==> config.mk <==
export PLATFORM = sky130hd
export DESIGN_NAME = seq_left_shifter_16b
export DESIGN_NICKNAME = d
export VERILOG_FILES = /design/src/rtl/seq_left_shifter_16b_pkg.sv /design/src/rtl/seq_left_shifter_16b_shift_step_4_1.sv /design/src/rtl/seq_left_shifter_16b.sv
export SDC_FILE = /design/constraint.sdc
export NUM_CORES = 1
export LEC_CHECK = 0
export BUFFER_PORTS_ARGS = -buffer_cell sky130_fd_sc_hd__buf_2
export CORE_AREA = 3 3 66 68
export CTS_CLUSTER_SIZE = 14
export DETAILED_ROUTE_END_ITERATION = 8
export DIE_AREA = 0 0 69 71
export PLACE_DENSITY_LB_ADDON = 0.2
export SLEW_MARGIN = 15
export SYNTH_ARGS = -nofsm -noshare
export SYNTH_HDL_FRONTEND = slang
export SYNTH_SLANG_ARGS = --single-unit
==> constraint.sdc <==
create_clock -name clk -period 2.91 [get_ports clk]
set_clock_uncertainty 0.05 [all_clocks]
set_input_delay 0.4365 -clock clk [delete_from_list [all_inputs] [get_ports clk]]
set_output_delay 0.4365 -clock clk [all_outputs]
set_load 0.01 [all_outputs]
==> src/rtl/seq_left_shifter_16b_pkg.sv <==
// Shared constants for the sequential left shifter: FSM state encodings and
// the per-cycle step sizes of the coarse and fine shift stages.
package seq_left_shifter_16b_pkg;

  // FSM state encodings (kept as plain 2-bit constants for legacy tools).
  localparam logic [1:0] S_IDLE   = 2'd0;
  localparam logic [1:0] S_COARSE = 2'd1;
  localparam logic [1:0] S_FINE   = 2'd2;
  localparam logic [1:0] S_DONE   = 2'd3;

  // Shift distance applied per cycle in each busy state.
  localparam int STEP_COARSE = 4;
  localparam int STEP_FINE   = 1;

endpackage

==> src/rtl/seq_left_shifter_16b_shift_step_4_1.sv <==
// shift_step_4_1: combinational single-step left shifter.
// Shifts acc left by STEP_COARSE (sel_coarse=1) or STEP_FINE (sel_coarse=0).
// Vacated low bits are zero, or the shifted-out bits when fill_en=1 (rotate).
// cout carries the bits that left the MSB end, right-aligned.
module shift_step_4_1
  import seq_left_shifter_16b_pkg::*;
#(
  parameter int WIDTH = 16
) (
  input  logic [WIDTH-1:0]       acc,
  input  logic                   sel_coarse,
  input  logic                   fill_en,
  output logic [WIDTH-1:0]       shifted,
  output logic [STEP_COARSE-1:0] cout
);

  logic [STEP_COARSE-1:0] top_coarse;
  logic                   top_fine;

  assign top_coarse = acc[WIDTH-1 -: STEP_COARSE];
  assign top_fine   = acc[WIDTH-1];

  // Select the coarse or fine shift and its shifted-out bits.
  // NOTE: every output gets a default first so no path leaves it unassigned (no latch).
  always_comb begin
    shifted = acc;
    cout    = '0;
    if (sel_coarse) begin
      shifted = {acc[WIDTH-1-STEP_COARSE:0], top_coarse & {STEP_COARSE{fill_en}}};
      cout    = top_coarse;
    end else begin
      shifted = {acc[WIDTH-1-STEP_FINE:0], top_fine & fill_en};
      cout    = {{(STEP_COARSE-STEP_FINE){1'b0}}, top_fine};
    end
  end

endmodule

==> src/rtl/seq_left_shifter_16b.sv <==
// seq_left_shifter_16b: multi-cycle left shifter with start/busy/done handshake.
// Shifts 4 bits per cycle while at least 4 remain, then 1 bit per cycle.
// Optional build macro SEQ_SHIFT_ROTATE_EN adds a 'rot' input selecting
// rotate-left (ovf held 0) instead of zero-fill logical shift.
module seq_left_shifter_16b
  import seq_left_shifter_16b_pkg::*;
#(
  parameter int WIDTH = 16,
  parameter int SHW   = 4
) (
  input  logic             clk,
  input  logic             rst,
  input  logic             start,
  input  logic [WIDTH-1:0] din,
  input  logic [SHW-1:0]   amt,
`ifdef SEQ_SHIFT_ROTATE_EN
  input  logic             rot,
`endif
  output logic [WIDTH-1:0] dout,
  output logic             busy,
  output logic             done,
  output logic             ovf
);

  localparam logic [SHW-1:0] COARSE_AMT = SHW'(STEP_COARSE);
  localparam logic [SHW-1:0] FINE_AMT   = SHW'(STEP_FINE);

  logic [1:0]             state;
  logic [WIDTH-1:0]       acc;
  logic [SHW-1:0]         rem;
  logic [SHW-1:0]         rem_next;
  logic [WIDTH-1:0]       step_acc;
  logic [STEP_COARSE-1:0] step_cout;
  logic                   rot_q;

`ifndef SEQ_SHIFT_ROTATE_EN
  assign rot_q = 1'b0;
`endif

  assign busy = (state == S_COARSE) || (state == S_FINE);

  shift_step_4_1 #(.WIDTH(WIDTH)) u_step (
    .acc        (acc),
    .sel_coarse (state == S_COARSE),
    .fill_en    (rot_q),
    .shifted    (step_acc),
    .cout       (step_cout)
  );

  // Remaining shift count after this cycle's step.
  always_comb begin
    rem_next = rem;
    if (state == S_COARSE)    rem_next = rem - COARSE_AMT;
    else if (state == S_FINE) rem_next = rem - FINE_AMT;
  end

  // Control FSM, shift accumulator, sticky overflow and result register.
  // NOTE: sequential state uses non-blocking assignments so all registers update together.
  always_ff @(posedge clk) begin
    if (rst) begin
      // NOTE: acc and dout are plain registers, so reset clears them; aborted results never leak out.
      state <= S_IDLE;
      acc   <= '0;
      rem   <= '0;
      dout  <= '0;
      done  <= 1'b0;
      ovf   <= 1'b0;
`ifdef SEQ_SHIFT_ROTATE_EN
      rot_q <= 1'b0;
`endif
    end else begin
      done <= 1'b0;
      case (state)
        S_IDLE: begin
          if (start) begin
            acc <= din;
            rem <= amt;
            ovf <= 1'b0;
`ifdef SEQ_SHIFT_ROTATE_EN
            rot_q <= rot;
`endif
            if (amt >= COARSE_AMT) state <= S_COARSE;
            else if (amt != '0)    state <= S_FINE;
            else                   state <= S_DONE;
          end
        end
        S_COARSE: begin
          acc <= step_acc;
          rem <= rem_next;
          if (!rot_q) ovf <= ovf | (|step_cout);
          if (rem_next >= COARSE_AMT) state <= S_COARSE;
          else if (rem_next != '0)    state <= S_FINE;
          else                        state <= S_DONE;
        end
        S_FINE: begin
          acc <= step_acc;
          rem <= rem_next;
          if (!rot_q) ovf <= ovf | (|step_cout);
          if (rem_next == '0) state <= S_DONE;
        end
        default: begin
          // S_DONE: publish the result with a one-cycle done pulse.
          done  <= 1'b1;
          dout  <= acc;
          state <= S_IDLE;
        end
      endcase
    end
  end

endmodule

==> qor.txt, run 1 <==
====================================================================================
Clock latency on the worst-skew pair ..................................      0.29 ns
Ys Warns ..............................................................            0
Gate Count Post-Synth .................................................          225
Power per cell area ................................................... 1008 nW/um^2
Final layout net count ................................................          289
Clk pin slew, worst setup/hold paths ..................................      0.07 ns
TritonCTS buffer count ................................................            5
Synth top area share ..................................................       0.4035
Max Fclk ..............................................................    422.3 MHz
Post-synth top flop ................................................... sky130_fd_sc_hd__dfxtp_1
Detailed placer's ending HPWL .........................................      3004 um
Ranking of synthesized cells by instance count ........................ 40 x sky130_fd_sc_hd__dfxtp_1, 30 x sky130_fd_sc_hd__mux2i_1, 28 x sky130_fd_sc_hd__nand2_1, 28 x sky130_fd_sc_hd__nor2_1, 17 x sky130_fd_sc_hd__a21oi_1
CTS sink cnt ..........................................................           40
Area growth from synthesis to final layout ............................       16.71%
Number of standard cells in the final layout excluding fillers ........          312
Detailed Route WL .....................................................      4266 um
Post-Synthesis Mean Instance Area .....................................   8.820 um^2
Final period demand of the worst path .................................     2.368 ns
Part of the cycle the worst path needs ................................       0.8137
Root Driver ........................................................... sky130_fd_sc_hd__clkbuf_8
Max VDD drop ..........................................................    0.4402 mV
Wire length per cell after detailed routing ...........................     13.67 um
Grt total ovfl ........................................................            0
Final setup violation count ...........................................            0
Initial antenna violation count .......................................            0
Cells resized by post-CTS repair ......................................            0
Clock Tree Buf Depth ..................................................            2
Net Count, Synth ......................................................          253
Remaining antenna violation count after routing .......................            0
Max-cap violations ....................................................            0
Critical Path Source Type .............................................     register
Dominant cell type by area after synthesis ............................ sky130_fd_sc_hd__dfxtp_1
Part of the Yosys area used for sequential elements ...................       0.4035
Number of primary I/O pins ............................................           42
Capturing element type of the critical path ...........................     register
Wire length of the first global-routing pass ..........................      7410 um
Worst Tran Pin Value ..................................................    0.7645 ns
Iteration-0 DRC Markers ...............................................           92
Horiz. Die Dim ........................................................        69 um
Row count .............................................................           23
Synth area leaders .................................................... sky130_fd_sc_hd__dfxtp_1 40%, sky130_fd_sc_hd__mux2i_1 15%, sky130_fd_sc_hd__nand2_1 5.3%, sky130_fd_sc_hd__nor2_1 5.3%, sky130_fd_sc_hd__o211ai_1 4.5%
Switching share of total power ........................................       0.4155
Antenna cells .........................................................            0
Routability congestion estimate .......................................       0.7568
WS Path Type ..........................................................   reg -> reg
CP Data Arrival Time ..................................................      2.52 ns
Setup TNS .............................................................         0 ns
Share of power burned in registers ....................................        0.356
RSZ-0062 raised after global routing ..................................        false
Status ................................................................ finished, final reports clean
Area of the placeable core ............................................    3914 um^2
Number of synthesized flops with an enable pin ........................            0
Setup Buffers After CTS ...............................................            0
Gate power share ......................................................        0.481
Max-slew headroom .....................................................       0.4904
Net switching power of the design .....................................     970.0 uW
Residual DRC ..........................................................            0
Final slew viol count .................................................            0
Global router's overall resource usage ................................       0.1847
Clock tree from TritonCTS .............................................        built
Int Power .............................................................     1.364 mW
Die height ............................................................        71 um
Yosys cell types ......................................................           33
Flip-flop and latch count after synthesis .............................           40
Kind of path behind the tightest hold check ...........................    in -> reg
Number of H-tree branching levels .....................................            2
Maximum number of pins on one net before global-route repair ..........           43
Port Buffers ..........................................................           41
Mapped Area ...........................................................    1984 um^2
Vias post-DR ..........................................................         1657
Worst EP required .....................................................      3.06 ns
Top-count cell post-synth ............................................. sky130_fd_sc_hd__dfxtp_1
Static leakage ........................................................    0.9437 nW
Largest fanout on the critical path ...................................            7
Final count of hold timing violations .................................            0
Number of buffers inserted for hold repair after clock tree synthesis .            0
Layout cells sized above 1 ............................................       0.2366
Number of cells in the design after placement .........................          304
Initial cell density of the core ......................................       0.5070
First-pass iteration count of the detailed router .....................            4
Die Area ..............................................................    4899 um^2
Synth async-reset ratio ...............................................            0
Clock power frac ......................................................        0.163
Vias in the first global route ........................................         1641
Number of vias per cell ...............................................        5.311
====================================================================================
## through the flow
| stage | util | hold WS (ns) | instance area (um^2) | setup WS [ns] | total power [mW] |
|---|---|---|---|---|---|
| final | 0.5918 | 0.3695 | 2316 | 0.5420 | 2.334 |
| after floorplan | - | 0.3987 | 1984 | 0.7112 | 1.720 |
| after CTS | 0.5918 | 0.3684 | 2316 | 0.5294 | 2.353 |
| after global routing | 0.5918 | 0.3787 | 2316 | 0.4006 | 2.549 |
| after global placement | 0.5687 | 0.4202 | 2226 | 0.5966 | 1.961 |
| after detailed placement | 0.5687 | 0.4238 | 2226 | 0.5518 | 1.967 |
## critical path, cell delays in order (launching register included)
cell and delay [ns]:
sky130_fd_sc_hd__dfxtp_1 0.33, sky130_fd_sc_hd__inv_1 0.10, sky130_fd_sc_hd__ha_1 0.30, sky130_fd_sc_hd__or4b_4 0.51, sky130_fd_sc_hd__and3_4 0.19, sky130_fd_sc_hd__o41ai_4 0.39
sky130_fd_sc_hd__nand2_2 0.11, sky130_fd_sc_hd__o41ai_2 0.28
## power by group through the flow
stage	Combinational (mW)	Sequential, mW	Clock (mW)
after global placement	1.12	0.846	0
after floorplan	0.918	0.802	0
after global routing	1.29	0.856	0.405
after CTS	1.13	0.834	0.389
after detailed placement	1.12	0.846	0
final	1.12	0.831	0.380
## path summary, 6_finish.rpt
check | from | endpoint | slack, ns | cells past startpoint
setup / recovery | state[0] | state[0] | 0.54 | 7
hold / removal | din[0] | acc[0] | 0.37 | 3
setup reg to reg | state[0] | state[0] | 0.54 | 7
hold reg to reg | acc[15] | acc[15] | 0.43 | 2
## area by class of cell
| cell class | count | area (um^2) |
|---|---|---|
| Inverter | 6 | 22.52 |
| Fill cell | 391 | 1598 |
| Clock buffer | 8 | 90.09 |
| Timing Repair Buffer | 46 | 242.7 |
| Sequential cell | 40 | 800.8 |
| Multi-Input combinational cell | 162 | 1097 |
| Tap cell | 50 | 62.56 |
## routing by layer
metal / vias to the layer above / wire length (um) / part of all wire / GRT usage
li1: 861 / - / - / -
met2: 27 / 2014 / 0.47 / 0.3189
met1: 763 / 2054 / 0.48 / 0.2277
met4: 0 / 61 / 0.014 / 0.06508
met3: 6 / 135 / 0.032 / 0.03977
met5: - / 0 / 0 / 0
## logic make-up (layout without fill, tap and decap cells)
kind of cell    Yosys count  in the layout  share of synthesized area
compound gates           48             48                     0.1803
buf+inv                  23             60                    0.04350
xor+xnor                  1              1                   0.004414
fa+ha+maj                 5              5                    0.03153
flops                    40             40                     0.4035
simple gates             77             77                     0.1797
mux                      31             31                     0.1570
## placed cells by master (no fill, tap or decap), types with 3 or more instances in the layout
cell type,instances
sky130_fd_sc_hd__clkbuf_8,6
sky130_fd_sc_hd__mux2i_1,30
sky130_fd_sc_hd__nor2b_1,7
sky130_fd_sc_hd__nand2_1,28
sky130_fd_sc_hd__o211ai_1,12
sky130_fd_sc_hd__ha_1,5
sky130_fd_sc_hd__nor2_1,28
sky130_fd_sc_hd__inv_1,6
sky130_fd_sc_hd__buf_4,5
sky130_fd_sc_hd__a311oi_1,3
sky130_fd_sc_hd__nand2b_1,3
sky130_fd_sc_hd__dfxtp_1,40
sky130_fd_sc_hd__a21oi_1,17
sky130_fd_sc_hd__buf_2,41
sky130_fd_sc_hd__nor3_1,4
## registers in the layout, summed over array words and instances, names as in the netlist
name / count
dout: 16
ovf: 1
rem: 4
state: 2
acc: 16
done: 1
(Power assumes the default switching activity.)
==> inputs of run 2 (changes only) <==
--- a/config.mk
+++ b/config.mk
@@ -5,6 +5,7 @@
 export SDC_FILE = /design/constraint.sdc
 export NUM_CORES = 1
 export LEC_CHECK = 0
+export ABC_AREA = 1
 export BUFFER_PORTS_ARGS = -buffer_cell sky130_fd_sc_hd__buf_2
 export CORE_AREA = 3 3 66 68
 export CTS_CLUSTER_SIZE = 14
==> constraint.sdc (replaced) <==
create_clock -name clk -period 2.35 [get_ports clk]
set_clock_uncertainty 0.05 [all_clocks]
set_input_delay 0.3525 -clock clk [delete_from_list [all_inputs] [get_ports clk]]
set_output_delay 0.3525 -clock clk [all_outputs]
set_load 0.01 [all_outputs]
==> run 2 against run 1 <==
  * First-iteration DRC count increased by 75%
  * Count of clock-buffer cells in the layout decreased by 2
  * Highest routed layer unchanged
  * Critical endpoint unchanged
  * Largest cell class unchanged
  * Critical path depth increased by 3
==> qor.txt, run 2 <==
====================================================================================
TritonCTS buffer count ................................................            5   unchanged
Post-Synthesis Mean Instance Area .....................................   7.493 um^2   -15%
Initial cell density of the core ......................................       0.5150   +0.007992
Number of synthesized flops with an enable pin ........................            0   unchanged
Die Area ..............................................................    4899 um^2   unchanged
Most common cell after layout, fill and taps aside .................... sky130_fd_sc_hd__nand2_1
Residual DRC ..........................................................            0   unchanged
Fillcell total ........................................................          388   -0.77%
Commonest cells after routing, fill and taps aside .................... 58 x sky130_fd_sc_hd__nand2_1, 41 x sky130_fd_sc_hd__buf_2, 40 x sky130_fd_sc_hd__dfxtp_1
Critical Path Source Type .............................................     register
Area growth from synthesis to final layout ............................       16.39%
Detailed Route WL .....................................................      4833 um   +13%
Worst reg2reg setup slack .............................................      0.50 ns   -0.04 ns
Number of primary I/O pins ............................................           42   unchanged
Clock latency on the worst-skew pair ..................................      0.29 ns   about the same
Root Driver ........................................................... sky130_fd_sc_hd__clkbuf_8
Area of all sequential standard cells .................................   800.8 um^2   unchanged
Final slew viol count .................................................            0   unchanged
Max-cap violations ....................................................            0   unchanged
Worst flop-to-flop path startpoint ....................................     state[0]
Synth area leaders .................................................... sky130_fd_sc_hd__dfxtp_1 40%, sky130_fd_sc_hd__nand2_1 11%, sky130_fd_sc_hd__o21ai_0 7.4%, sky130_fd_sc_hd__nor2_1 6.7%, sky130_fd_sc_hd__a21oi_1 3.7%
Wire length per cell after detailed routing ...........................     13.50 um   -1.3%
Post-synth top flop ................................................... sky130_fd_sc_hd__dfxtp_1
Layout cells sized above 1 ............................................       0.2662   +0.02959
Delay of the slowest critical-path stage ..............................      0.39 ns   -0.12 ns
Critical Path Most Common Cell ........................................ sky130_fd_sc_hd__nand2_1
Number of cells in the design after placement .........................          350   +15%
Reg-to-reg critical path endpoint .....................................     state[0]
Worst Path Buf+Inv ....................................................            1   unchanged
Vias post-DR ..........................................................         1873   +13%
Max Fclk ..............................................................    539.8 MHz   +28%
Mapped Area ...........................................................    2016 um^2   +1.6%
CTS sink cnt ..........................................................           40   unchanged
Largest fanout on the critical path ...................................            9   +2
Setup TNS .............................................................         0 ns   unchanged
Post-route worst hold slack ...........................................    0.2525 ns   -0.1171 ns
Area of the placeable core ............................................    3914 um^2   unchanged
Routability congestion estimate .......................................       0.8344   +10%
Detailed placer's ending HPWL .........................................      3445 um   +15%
RSZ-0062 raised after global routing ..................................        false
Synth top area share ..................................................       0.3973   -0.006262
Leading registers by flop count ....................................... acc (16), dout (16), rem (4)
Reg2reg path depth ....................................................           10   +3
Status ................................................................ finished, final reports clean
Ys Warns ..............................................................            0   unchanged
Part of the cycle the worst path needs ................................       0.7882   -0.02549
CP Data Arrival Time ..................................................      1.98 ns   -0.54 ns
Grt total ovfl ........................................................            0   unchanged
Die height ............................................................        71 um   unchanged
Initial antenna violation count .......................................            0   unchanged
Number of H-tree branching levels .....................................            2   unchanged
Yosys cell types ......................................................           28   -15%
Vias in the first global route ........................................         1726   +5.2%
Worst EP required .....................................................      2.48 ns   -0.58 ns
Number of standard cells in the final layout excluding fillers ........          358   +15%
Number of vias per cell ...............................................        5.232   -1.5%
Endpoint of the worst hold path .......................................       acc[7]
Top-count cell post-synth ............................................. sky130_fd_sc_hd__nand2_1
Critical hold path startpoint .........................................       din[7]
Part of the Yosys area used for sequential elements ...................       0.3973   -0.006262
Static leakage ........................................................     1.050 nW   +11%
Net Count, Synth ......................................................          297   +17%
Max-slew headroom .....................................................       0.7008   +0.2105
Max VDD drop ..........................................................    0.7421 mV   +69%
Flip-flop and latch count after synthesis .............................           40   unchanged
Final period demand of the worst path .................................     1.852 ns   -0.5156 ns
Synth async-reset ratio ...............................................            0   unchanged
Clock Tree Buf Depth ..................................................            2   unchanged
Remaining antenna violation count after routing .......................            0   unchanged
Final count of hold timing violations .................................            0   unchanged
Global router's overall resource usage ................................       0.2078   +0.02315
Cell depth of the worst hold path .....................................            3   unchanged
Ranking of synthesized cells by instance count ........................ 58 x sky130_fd_sc_hd__nand2_1, 40 x sky130_fd_sc_hd__dfxtp_1, 36 x sky130_fd_sc_hd__nor2_1
Clock tree from TritonCTS .............................................        built
Row count .............................................................           23   unchanged
Power per cell area ................................................... 1318 nW/um^2   +31%
Iteration-0 DRC Markers ...............................................          161   +75%
Dominant cell type by area after synthesis ............................ sky130_fd_sc_hd__dfxtp_1
Number of buffers inserted for hold repair after clock tree synthesis .            0   unchanged
Area of the multi-input gates .........................................    1012 um^2   -7.8%
First-pass iteration count of the detailed router .....................            4   unchanged
Critical Path, Cell by Cell ........................................... inv_1, ha_1, nand2_1, nand2_2, xor2_2, nand3_2, nand2_1, nand2_1, nand2_1, a21oi_2
Family with the most delay on the worst path .......................... simple AND/OR/NAND/NOR gates
Final layout net count ................................................          335   +16%
Cells resized by post-CTS repair ......................................            0   unchanged
Gate Count Post-Synth .................................................          269   +20%
Antenna cells .........................................................            0   unchanged
Worst Tran Pin Value ..................................................    0.4483 ns   -0.3162 ns
Port Buffers ..........................................................           41   unchanged
Maximum number of pins on one net before global-route repair ..........           26   -40%
Kind of path behind the tightest hold check ...........................    in -> reg
Slowest library cell on the worst path ................................ sky130_fd_sc_hd__ha_1
Horiz. Die Dim ........................................................        69 um   unchanged
Setup Buffers After CTS ...............................................            0   unchanged
WS Path Type ..........................................................   reg -> reg
Capturing element type of the critical path ...........................     register
Final setup violation count ...........................................            0   unchanged
Clk pin slew, worst setup/hold paths ..................................      0.08 ns   about the same
Wire length of the first global-routing pass ..........................      8238 um   +11%
====================================================================================
[run 2: cell types whose count changed after synthesis, moves of 5 or more]
cell and delta:
sky130_fd_sc_hd__mux2i_1 -30, sky130_fd_sc_hd__nand2_1 +30, sky130_fd_sc_hd__nand3_1 +7, sky130_fd_sc_hd__a31oi_1 +6
sky130_fd_sc_hd__nor2b_1 -7, sky130_fd_sc_hd__a221oi_2 +5, sky130_fd_sc_hd__o21ai_0 +28, sky130_fd_sc_hd__o211ai_1 -11
sky130_fd_sc_hd__clkbuf_1 -7, sky130_fd_sc_hd__inv_1 +14, sky130_fd_sc_hd__nor2_1 +8, sky130_fd_sc_hd__nand2_2 +7
[run 2: power breakdown]
part | total (mW) | switching (mW) | internal (mW)
Combinational | 1.49 | 0.951 | 0.543
Clock | 0.604 | 0.256 | 0.348
Sequential | 0.995 | 0.141 | 0.854
[run 2: per-stage QoR]
stage	util	cell area, um^2	power [mW]	worst slack, ns
2_1_floorplan	-	2016	2.200	0.7572
6_report	0.5994	2346	3.093	0.4976
3_3_place_gp	0.5684	2225	2.474	0.5194
5_1_grt	0.5994	2346	3.346	0.2673
3_5_place_dp	0.5684	2225	2.489	0.5106
4_1_cts	0.5994	2346	3.097	0.4935
[run 2: worst max path at each step]
stage | start | depth (start not counted) | end | slack [ns]
floorplan | state[1] | 13 | state[0] | 0.76
global placement | state[0] | 10 | state[0] | 0.52
detailed placement | state[1] | 12 | state[0] | 0.51
CTS | state[1] | 12 | state[0] | 0.49
global route | state[1] | 11 | rem[0] | 0.27
finish | state[0] | 10 | state[0] | 0.50
[run 2: cell families after synthesis]
group	count (synthesis)	synth area share
AND/OR/NAND/NOR	116	0.2508
adder cells (fa/ha/maj)	5	0.03104
flip-flops	40	0.3973
AO/OA/AOI/OAI	67	0.2123
buffers and inverters	40	0.1006
XOR/XNOR	1	0.008072
[run 2: layer usage]
| layer | vias to the layer above | wire, um | track usage |
|---|---|---|---|
| met5 | - | 0 | 0 |
| met4 | 0 | 53 | 0.06508 |
| met3 | 4 | 290 | 0.05256 |
| met2 | 69 | 2129 | 0.3146 |
| met1 | 833 | 2359 | 0.2910 |
| li1 | 967 | - | - |
[run 2: layout make-up]
cell class | count | share of cell area
Multi-Input combinational cell | 189 | 0.4315
Clock inverter | 2 | 0.01653
Tap cell | 50 | 0.02667
Sequential cell | 40 | 0.3413
Inverter | 25 | 0.04533
Timing Repair Buffer | 46 | 0.1035
Clock buffer | 6 | 0.03520
[run 2: tightest hold or removal path, delay by kind of cell]
kind / cells / cell delay [ns]
AO/OA/AOI/OAI: 1 / 0.05
buffers and inverters: 1 / 0.09
AND/OR/NAND/NOR: 1 / 0.07
==> inputs of run 3 (changes only) <==
--- a/config.mk
+++ b/config.mk
@@ -5,7 +5,7 @@
 export SDC_FILE = /design/constraint.sdc
 export NUM_CORES = 1
 export LEC_CHECK = 0
-export ABC_AREA = 1
+export ABC_AREA = 0
 export BUFFER_PORTS_ARGS = -buffer_cell sky130_fd_sc_hd__buf_2
 export CORE_AREA = 3 3 66 68
 export CTS_CLUSTER_SIZE = 14
==> constraint.sdc (replaced) <==
create_clock -name clk -period 1.94 [get_ports clk]
set_clock_uncertainty 0.05 [all_clocks]
set_input_delay 0.291 -clock clk [delete_from_list [all_inputs] [get_ports clk]]
set_output_delay 0.291 -clock clk [all_outputs]
set_load 0.01 [all_outputs]
==> run 3 against run 2 <==
  * The flow now finishes with violations (setup timing)
  * Clock power shrank 15%
  * Count of clock-buffer cells in the layout is the same
  * Combinational power grew 32%
  * Setup slack lost 0.51 ns
  * Maximum frequency shrank 5.3%
  * Via count shrank 6.8%
  * Highest routed layer unchanged
  * Cell count shrank 10%
  * Utilization grew 2.3 points
  * Critical path depth shrank 3
  * Die area is the same
==> qor.txt, run 3 (synthesis results as in run 1) <==
====================================================================================
Status ................................................................ complete, but fails checks
Violated checks ....................................................... setup timing
Area growth from synthesis to final layout ............................       22.76%
Residual DRC ..........................................................            0   unchanged
Final setup violation count ...........................................            2   +2
Worst reg2reg setup slack .............................................     -0.02 ns   -0.51 ns
Critical Path Source Type .............................................     register
Maximum number of pins on one net before global-route repair ..........           33   +27%
Logic depth of the worst setup path including buffers .................            7   -3
Worst Path Buf+Inv ....................................................            1   unchanged
Reg-to-reg critical path endpoint .....................................     state[0]
CP Data Arrival Time ..................................................      2.10 ns   +0.12 ns
Vias in the first global route ........................................         1767   +2.4%
Final period demand of the worst path .................................     1.956 ns   +0.1036 ns
Global router's overall resource usage ................................       0.1956   -0.01219
Kind of path behind the tightest hold check ...........................    in -> reg
Post-route worst hold slack ...........................................    0.2361 ns   -0.01632 ns
Total power ...........................................................     3.726 mW   +20%
Power per cell area ................................................... 1529 nW/um^2   +16%
Family with the most delay on the worst path .......................... simple AND/OR/NAND/NOR gates
Fillcell total ........................................................          363   -6.4%
Leading registers by flop count ....................................... acc (16), dout (16), rem (4)
Part of the cycle the worst path needs ................................        1.008   +0.2200
RSZ-0062 raised after global routing ..................................         true
Iteration-0 DRC Markers ...............................................           27   -83%
Area of the placeable core ............................................    3914 um^2   unchanged
Vias post-DR ..........................................................         1745   -6.8%
Number of vias per cell ...............................................        5.419   +3.6%
Slowest library cell on the worst path ................................ sky130_fd_sc_hd__or4b_4
Routability congestion estimate .......................................       0.8146   -2.4%
Area of the multi-input gates .........................................    1131 um^2   +12%
Wire length of the first global-routing pass ..........................      7783 um   -5.5%
Die Area ..............................................................    4899 um^2   unchanged
Worst flop-to-flop path startpoint ....................................     state[0]
Layout cells sized above 1 ............................................       0.3088   +0.04259
Wire length per cell after detailed routing ...........................     14.08 um   +4.3%
Largest fanout on the critical path ...................................            3   -6
Area of all sequential standard cells .................................   804.5 um^2   +0.47%
Max VDD drop ..........................................................    0.6782 mV   -8.6%
Clock Tree Buf Depth ..................................................            2   unchanged
Post-place setup slack ................................................  -0.04280 ns   -0.5534 ns
Number of primary I/O pins ............................................           42   unchanged
Grt total ovfl ........................................................            0   unchanged
Max Fclk ..............................................................    511.2 MHz   -5.3%
Final layout net count ................................................          300   -10%
Clk pin slew, worst setup/hold paths ..................................      0.07 ns   about the same
Final count of hold timing violations .................................            0   unchanged
Die height ............................................................        71 um   unchanged
WS Path Type ..........................................................   reg -> reg
Cell depth of the worst hold path .....................................            3   unchanged
Initial cell density of the core ......................................       0.5070   -0.007992
Max-cap violations ....................................................            0   unchanged
Delay of the slowest critical-path stage ..............................      0.47 ns   +0.08 ns
Max-slew headroom .....................................................       0.6815   -0.01937
Root Driver ........................................................... sky130_fd_sc_hd__clkbuf_8
Final setup slack of the worst path ...................................  -0.01601 ns   -0.5136 ns
Number of buffers inserted for hold repair after clock tree synthesis .            0   unchanged
Number of H-tree branching levels .....................................            2   unchanged
Static leakage ........................................................    0.9949 nW   -5.2%
Reg2reg path depth ....................................................            7   -3
Critical Path Sink ....................................................     state[0]
Initial antenna violation count .......................................            0   unchanged
Most common cell after layout, fill and taps aside .................... sky130_fd_sc_hd__buf_2
Row count .............................................................           23   unchanged
Antenna cells .........................................................            0   unchanged
Capturing element type of the critical path ...........................     register
Port Buffers ..........................................................           41   unchanged
Critical Path, Cell by Cell ........................................... inv_2, ha_4, or4b_4, and3_4, o41ai_4, nand2_2, o41ai_2
Clock latency on the worst-skew pair ..................................      0.28 ns   about the same
Commonest cells after routing, fill and taps aside .................... 41 x sky130_fd_sc_hd__buf_2, 37 x sky130_fd_sc_hd__dfxtp_1, 30 x sky130_fd_sc_hd__mux2i_1
Worst Tran Pin Value ..................................................    0.4778 ns   +0.02954 ns
Detailed Route WL .....................................................      4534 um   -6.2%
Clock tree from TritonCTS .............................................        built
Horiz. Die Dim ........................................................        69 um   unchanged
Final slew viol count .................................................            0   unchanged
Remaining antenna violation count after routing .......................            0   unchanged
Detailed placer's ending HPWL .........................................      3290 um   -4.5%
CTS sink cnt ..........................................................           40   unchanged
Worst EP required .....................................................      2.08 ns   -0.40 ns
First-pass iteration count of the detailed router .....................            4   unchanged
TritonCTS buffer count ................................................            5   unchanged
Start point of the critical path ......................................     state[0]
====================================================================================
[run 3: worst register-to-register path: stages (launching register included)]
cell and delay, ns:
sky130_fd_sc_hd__dfxtp_2 0.33, sky130_fd_sc_hd__inv_2 0.07, sky130_fd_sc_hd__ha_4 0.12, sky130_fd_sc_hd__or4b_4 0.47, sky130_fd_sc_hd__and3_4 0.20, sky130_fd_sc_hd__o41ai_4 0.31, sky130_fd_sc_hd__nand2_2 0.12, sky130_fd_sc_hd__o41ai_2 0.19
[run 3: final cells by class]
type                            count  share of cell area
Clock buffer                        6             0.02979
Clock inverter                      1            0.002054
Inverter                            6            0.009245
Multi-Input combinational cell    162              0.4643
Sequential cell                    40              0.3303
Tap cell                           50             0.02568
Timing Repair Buffer               57              0.1387
[run 3: worst min path at each step]
stage	from	end	slack (ns)
floorplan	acc[15]	acc[15]	0.40
CTS	din[0]	acc[0]	0.22
detailed placement	acc[15]	acc[15]	0.42
global placement	acc[15]	acc[15]	0.42
finish	din[0]	acc[0]	0.24
global route	din[11]	acc[11]	0.25
[run 3: stage by stage]
step / utilization / cells / area [um^2] / setup TNS (ns)
after floorplan: - / 225 / 2022 / 0
after detailed placement: 0.5943 / 312 / 2326 / -0.08338
final: 0.6224 / 322 / 2436 / -0.02980
after global placement: 0.5943 / 312 / 2326 / 0
after CTS: 0.6212 / 322 / 2431 / -0.02540
after global routing: 0.6224 / 322 / 2436 / -0.2374
[run 3: power breakdown]
group	switching, mW	internal (mW)	total (mW)
Clock	0.271	0.245	0.516
Sequential	0.210	1.04	1.25
Combinational	1.05	0.907	1.96
Total	1.54	2.19	3.73
[run 3: layer usage]
| metal | vias to the layer above | track usage | wire (um) |
|---|---|---|---|
| li1 | 881 | - | - |
| met1 | 826 | 0.2150 | 1997 |
| met2 | 29 | 0.3559 | 2276 |
| met3 | 9 | 0.04119 | 146 |
| met4 | 0 | 0.09761 | 114 |
| met5 | - | 0 | 0 |
[run 3: timing repair]
item / 4_1_cts / 5_1_grt
hold endpoints to repair: 0 / 0
gates resized for setup: 3 / 2
setup endpoints to repair: 2 / 7
buffers inserted: 3 / 0
